===== src/rtl/mem_stage_lsu.sv =====
// MEM-stage load/store unit: one data-memory access per instruction, formats load data for WB.
// Latency: IDLE->BUSY->DONE, 3 cycles minimum; BUSY waits for i_dmem_ack or TIMEOUT cycles (bus error).
// Backpressure: o_stall holds the pipeline while an access is outstanding; MEM_ALIGN_CHECK_EN enables misalign trapping.
module mem_stage_lsu #(
    parameter int TIMEOUT = 64
) (
    input  logic        clk,
    input  logic        nrst,
    input  logic        i_MEM_ctrl_MemRead,
    input  logic        i_MEM_ctrl_MemWrite,
    input  logic [1:0]  i_MEM_ctrl_Size,
    input  logic        i_MEM_ctrl_Unsigned,
    input  logic [31:0] i_MEM_data_Addr,
    input  logic [31:0] i_MEM_data_StoreData,
    output logic        o_dmem_req,
    output logic        o_dmem_we,
    output logic [31:0] o_dmem_addr,
    output logic [31:0] o_dmem_wdata,
    output logic [3:0]  o_dmem_be,
    input  logic        i_dmem_ack,
    input  logic [31:0] i_dmem_rdata,
    output logic [31:0] o_WB_data_MemData,
    output logic        o_stall,
    output logic        o_bus_err,
    output logic        o_misalign
);
    typedef enum logic [1:0] {S_IDLE, S_BUSY, S_DONE} state_t;

    localparam logic [7:0] TMO_LAST = 8'(TIMEOUT - 1);

    state_t      state, state_nxt;
    logic [7:0]  cnt;
    logic [1:0]  ld_lane;
    logic [1:0]  ld_size;
    logic        ld_uns;
    logic        access, misalign_det, start, ack_done, tmo;
    logic [3:0]  be_nxt;
    logic [31:0] wdata_nxt;
    logic [1:0]  lane_nxt;
    logic [31:0] shifted;
    logic [31:0] ld_data;

    assign access = i_MEM_ctrl_MemRead | i_MEM_ctrl_MemWrite;

`ifdef MEM_ALIGN_CHECK_EN
    assign misalign_det = ((i_MEM_ctrl_Size == 2'b01) && i_MEM_data_Addr[0]) ||
                          (i_MEM_ctrl_Size[1] && (i_MEM_data_Addr[1:0] != 2'b00));

    always_ff @(posedge clk or negedge nrst) begin
        if (!nrst) o_misalign <= 1'b0;
        else       o_misalign <= (state == S_IDLE) && access && misalign_det;
    end
`else
    assign misalign_det = 1'b0;
    assign o_misalign   = 1'b0;
`endif

    assign start    = (state == S_IDLE) && access && !misalign_det;
    assign ack_done = (state == S_BUSY) && i_dmem_ack;
    // ack has priority over a timeout landing in the same cycle
    assign tmo      = (state == S_BUSY) && !i_dmem_ack && (cnt == TMO_LAST);

    always_comb begin
        state_nxt = state;
        o_stall   = 1'b0;
        case (state)
            S_IDLE: if (start) begin
                state_nxt = S_BUSY;
                o_stall   = 1'b1;
            end
            S_BUSY: begin
                o_stall = 1'b1;
                if (ack_done || tmo) state_nxt = S_DONE;
            end
            S_DONE:  state_nxt = S_IDLE;
            default: state_nxt = S_IDLE;
        endcase
    end

    // Request formatting: byte/half data replicated across all lanes, enables pick the lane
    always_comb begin
        be_nxt    = 4'b1111;
        wdata_nxt = i_MEM_data_StoreData;
        lane_nxt  = 2'b00;
        case (i_MEM_ctrl_Size)
            2'b00: begin
                be_nxt    = 4'b0001 << i_MEM_data_Addr[1:0];
                wdata_nxt = {4{i_MEM_data_StoreData[7:0]}};
                lane_nxt  = i_MEM_data_Addr[1:0];
            end
            2'b01: begin
                be_nxt    = 4'b0011 << {i_MEM_data_Addr[1], 1'b0};
                wdata_nxt = {2{i_MEM_data_StoreData[15:0]}};
                lane_nxt  = {i_MEM_data_Addr[1], 1'b0};
            end
            default: ;
        endcase
    end

    assign shifted = i_dmem_rdata >> {ld_lane, 3'b000};

    always_comb begin
        ld_data = i_dmem_rdata;
        case (ld_size)
            2'b00:   ld_data = ld_uns ? {24'd0, shifted[7:0]}  : {{24{shifted[7]}},  shifted[7:0]};
            2'b01:   ld_data = ld_uns ? {16'd0, shifted[15:0]} : {{16{shifted[15]}}, shifted[15:0]};
            default: ;
        endcase
    end

    always_ff @(posedge clk or negedge nrst) begin
        if (!nrst) begin
            state             <= S_IDLE;
            cnt               <= 8'd0;
            o_dmem_req        <= 1'b0;
            o_dmem_we         <= 1'b0;
            o_dmem_addr       <= 32'd0;
            o_dmem_wdata      <= 32'd0;
            o_dmem_be         <= 4'd0;
            o_WB_data_MemData <= 32'd0;
            o_bus_err         <= 1'b0;
            ld_lane           <= 2'd0;
            ld_size           <= 2'd0;
            ld_uns            <= 1'b0;
        end else begin
            state     <= state_nxt;
            o_bus_err <= tmo;
            if (start) begin
                o_dmem_req   <= 1'b1;
                o_dmem_we    <= i_MEM_ctrl_MemWrite;
                o_dmem_addr  <= {i_MEM_data_Addr[31:2], 2'b00};
                o_dmem_be    <= be_nxt;
                o_dmem_wdata <= wdata_nxt;
                ld_lane      <= lane_nxt;
                ld_size      <= i_MEM_ctrl_Size;
                ld_uns       <= i_MEM_ctrl_Unsigned;
                cnt          <= 8'd0;
            end
            if (state == S_BUSY) begin
                if (ack_done || tmo) o_dmem_req <= 1'b0;
                else                 cnt        <= cnt + 8'd1;
            end
            if (state == S_DONE) cnt <= 8'd0;
            // o_dmem_we doubles as the load/store flag of the access in flight
            if (ack_done && !o_dmem_we)  o_WB_data_MemData <= ld_data;
            else if (tmo && !o_dmem_we)  o_WB_data_MemData <= 32'd0;
        end
    end
endmodule


===== config.mk =====
export PLATFORM = sky130hd
export DESIGN_NAME = mem_stage_lsu
export DESIGN_NICKNAME = d
export VERILOG_FILES = /design/src/rtl/mem_stage_lsu.sv
export SDC_FILE = /design/constraint.sdc
export NUM_CORES = 1
export LEC_CHECK = 0
export ABC_CLOCK_PERIOD_IN_PS = 4100
export CAP_MARGIN = 25
export CORE_ASPECT_RATIO = 2
export CORE_MARGIN = 3
export CORE_UTILIZATION = 35
export CTS_CLUSTER_DIAMETER = 40
export DETAILED_ROUTE_END_ITERATION = 8
export MAX_ROUTING_LAYER = met4
export PLACE_DENSITY = 0.66
export SYNTH_ARGS = -nofsm -noshare
export SYNTH_HDL_FRONTEND = slang
export SYNTH_SLANG_ARGS = --single-unit

===== constraint.sdc =====
create_clock -name clk -period 4.1 [get_ports clk]
set_clock_uncertainty 0.2 [all_clocks]
set_input_delay 0.41 -clock clk [delete_from_list [all_inputs] [get_ports clk]]
set_output_delay 0.41 -clock clk [all_outputs]
set_load 0.02 [all_outputs]

==> results.sh <==
export IMPL_setup_tns_ns=0
export IMPL_cp_end_kind="flip-flop"
export IMPL_die_w_um=93.6
export IMPL_hold_path_depth=2
export IMPL_drive_gt1_share_pct=6.32
export IMPL_synth_common_cells="175 x nand2_1, 116 x dfrtp_1, 40 x o21ai_0, 35 x mux2i_1, 27 x clkbuf_1"
export IMPL_drv_cap=0
export IMPL_power_frac_comb_pct=44.6
export IMPL_ys_flop_type="dfrtp_1"
export IMPL_worst_path_buf_inv=0
export IMPL_cts_sinks=116
export IMPL_drtIter0Drc=200
export IMPL_worstPathCellList="mux2i_1 -> o311a_1 -> nor3_2 -> a221o_1"
export IMPL_powerDensity_nw_per_um2=792
export IMPL_die_h_um=181
export IMPL_cp_arrival_ns=2.76
export IMPL_rrSetupSlack_ns=1.48
export IMPL_setup_viol=0
export IMPL_async_reset_ff_share_pct=100
export IMPL_h_tree_depth=4
export IMPL_grt_pass1_vias=5077
export IMPL_syn_to_final_growth_pct=51.9
export IMPL_routed_wl_mm=16.9
export IMPL_routed_via_density=5.04
export IMPL_grt_usage_pct=21.0
export IMPL_outcome="completed"
export IMPL_vias=4811
export IMPL_r2r_start="ld_lane[1]$_DFFE_PN0P_"
export IMPL_slew_limit_headroom_pct=34.0
export IMPL_hold_viol_final=0
export IMPL_switching_share_pct=38.6
export IMPL_overflow=0
export IMPL_cts_root_buf="clkbuf_16"
export IMPL_routabilityCongestion=0.857
export IMPL_fillers=1305
export IMPL_grt_setup_unrepaired="no"
export IMPL_syn_instance_count=559
export IMPL_core_sq_um=14900
export IMPL_synth_area_sq_um=5370
export IMPL_dieArea_sq_um=17000
export IMPL_place_inst=921
export IMPL_ys_seq_area_share_pct=54.1
export IMPL_switchingPower_uw=2500
export IMPL_holdPathEnd="o_dmem_wdata[1]$_DFFE_PN0P_"
export IMPL_yosysWarnings=0
export IMPL_worstSetupPathType="flip-flop to flip-flop"
export IMPL_critPathSlowestCell="dfrtp_1"
export IMPL_cts_resized=0
export IMPL_finalNonFillerCells=955
export IMPL_cts_buffer_depth=2
export IMPL_period_needed_ns=2.62
export IMPL_antenna_found_initial=0
export IMPL_cts_tree="yes"
export IMPL_worstSkewPairLatency_ns=0.40
export IMPL_start_kind="flip-flop"
export IMPL_period_share_pct=63.9
export IMPL_power_frac_clock_pct=23.5
export IMPL_drtPass1Iterations=4
export IMPL_min_from="o_dmem_wdata[1]$_DFFE_PN0P_"
export IMPL_post_dp_hpwl_mm=12.6
export IMPL_yosysTopAreaCell="dfrtp_1"
export IMPL_synth_edf_count=0
export IMPL_synth_seq_cells=116
export IMPL_r2r_end="o_WB_data_MemData[16]$_DFFE_PN0P_"
export IMPL_rows=63
export IMPL_drt_drc_violations_left=0
export IMPL_pin_count=209
export IMPL_cp_max_fo=18
export IMPL_critPathTopFamily="flip-flops"
export IMPL_antenna_left=0
export IMPL_cts_reportedPaths_clkPinSlew_ns=0.06
export IMPL_diodes=0
export IMPL_wl_per_cell_um=17.7
export IMPL_initial_core_util_pct=36.0
export IMPL_synthTopCellsByArea="dfrtp_1 54%, nand2_1 12%, mux2i_1 6.5%"
export IMPL_rr_worst_depth=4
export IMPL_finalMaxSlewViolations=0
export IMPL_grt_max_degree=106
export IMPL_yosysMostFrequentCell="nand2_1"
export IMPL_port_buffers=205
export IMPL_p_int_uw=3960
export IMPL_ys_types=46
export IMPL_power_leakage_uw=0.00360
export IMPL_grt_pass1_wl_mm=27.0
export IMPL_max_freq_mhz=382
export IMPL_synth_top_cell_area_share_pct=54.1
export IMPL_cts_setup_buffers=0
export IMPL_required_ns=4.24
export IMPL_min_path_type="flip-flop to flip-flop"
export IMPL_syn_avg_cell_area_sq_um=9.60
export IMPL_nets=852
export IMPL_critPathMaxStageDelay_ns=0.81
export IMPL_seqPwrFrac_pct=31.9
export IMPL_numCtsBuffers=17
export IMPL_worst_ir_drop_vdd_mv=0.420
export IMPL_worstMarginPinSlew_ns=0.984
[flip-flops by register name, indices dropped and copies added (netlist names), 2 cells and up]
name               flops
ld_lane                2
ld_size                2
o_dmem_be              4
o_dmem_addr           30
state                  2
cnt                    8
o_dmem_wdata          32
o_WB_data_MemData     32
[cells in the final DEF (no fill, tap or decap), drive strengths merged, types with 9 or more instances in the layout]
master,count
clkdlybuf4s50,204
clkbuf,18
a221o,24
nand2,175
dfrtp,116
nand2b,11
and3,9
nor2,19
a21oi,26
mux2i,35
o21ai,40
[power by group through the flow]
| stage | clock network, uW | registers, uW | logic, uW |
|---|---|---|---|
| CTS | 1550 | 2060 | 2910 |
| finish | 1510 | 2060 | 2880 |
| floorplan | 0 | 2500 | 1050 |
| global placement | 0 | 2050 | 2850 |
| global route | 1600 | 2130 | 3110 |
| detailed placement | 0 | 2070 | 2900 |
[how the worst max path moves through the flow]
stage / start / endpoint / slack, ns / depth (start not counted)
3_3_place_gp: i_dmem_ack / o_WB_data_MemData[18]$_DFFE_PN0P_ / 1.39 / 5
3_5_place_dp: i_dmem_rdata[31] / o_WB_data_MemData[17]$_DFFE_PN0P_ / 1.27 / 5
4_1_cts: ld_lane[1]$_DFFE_PN0P_ / o_WB_data_MemData[16]$_DFFE_PN0P_ / 1.46 / 4
5_1_grt: ld_lane[1]$_DFFE_PN0P_ / o_WB_data_MemData[18]$_DFFE_PN0P_ / 1.25 / 4
6_report: ld_lane[1]$_DFFE_PN0P_ / o_WB_data_MemData[16]$_DFFE_PN0P_ / 1.48 / 4
2_1_floorplan: cnt[0]$_DFF_PN0_ / o_WB_data_MemData[10]$_DFFE_PN0P_ / 2.03 / 8
[final cells by class]
| type | instances | area (sq um) | share of cell area (%) |
|---|---|---|---|
| clock buffers | 18 | 429 | 5.26 |
| clock inverters | 14 | 178 | 2.18 |
| inverters | 3 | 11.3 | 0.138 |
| multi-input cells | 398 | 2250 | 27.6 |
| flip-flops and latches | 116 | 2900 | 35.6 |
| well taps | 195 | 244 | 2.99 |
| repair buffers | 211 | 2140 | 26.3 |
[what timing repair did]
item                       4_1_cts  5_1_grt
setup endpoints to repair        0        0
hold buffers                     1        0
hold endpoints to repair        63        0
[layer usage]
layer  part of all wire (%)  vias to the layer above  GRT usage, %
met5                      0                        -             -
met4                    4.2                        0          10.8
met3                    4.0                       37          3.71
met2                     56                      162          37.7
met1                     35                     2310          21.3
li1                       -                     2302             -
[stage by stage]
| stage | cell area, sq um | hold WS (ns) | setup WS (ns) | util (%) | power (uW) |
|---|---|---|---|---|---|
| floorplan | 5380 | -0.0856 | 2.03 | - | 3550 |
| global placement | 7510 | 0.258 | 1.39 | 50.4 | 4900 |
| detailed placement | 7510 | 0.263 | 1.27 | 50.4 | 4970 |
| CTS | 8130 | 0.278 | 1.46 | 54.6 | 6520 |
| global route | 8160 | 0.302 | 1.25 | 54.7 | 6840 |
| finish | 8160 | 0.274 | 1.48 | 54.7 | 6460 |
[kinds of logic after synthesis]
| group | count (synthesis) | synth area share, % |
|---|---|---|
| AOI/OAI and AO/OA | 114 | 14.4 |
| buffers and inverters | 47 | 4.31 |
| other | 1 | 0.0698 |
| muxes | 37 | 7.15 |
| xor gates and xnor gates | 2 | 0.326 |
| DFF | 116 | 54.1 |
| adders and majority gates | 1 | 0.233 |
| and+or+nand+nor | 241 | 19.4 |
[worst min-delay path: stages (launching register included)]
cell and delay (ns):
dfrtp_1 0.34, nand2_1 0.05, nand2_1 0.05
Note: power is estimated with default switching activity, not from simulation.
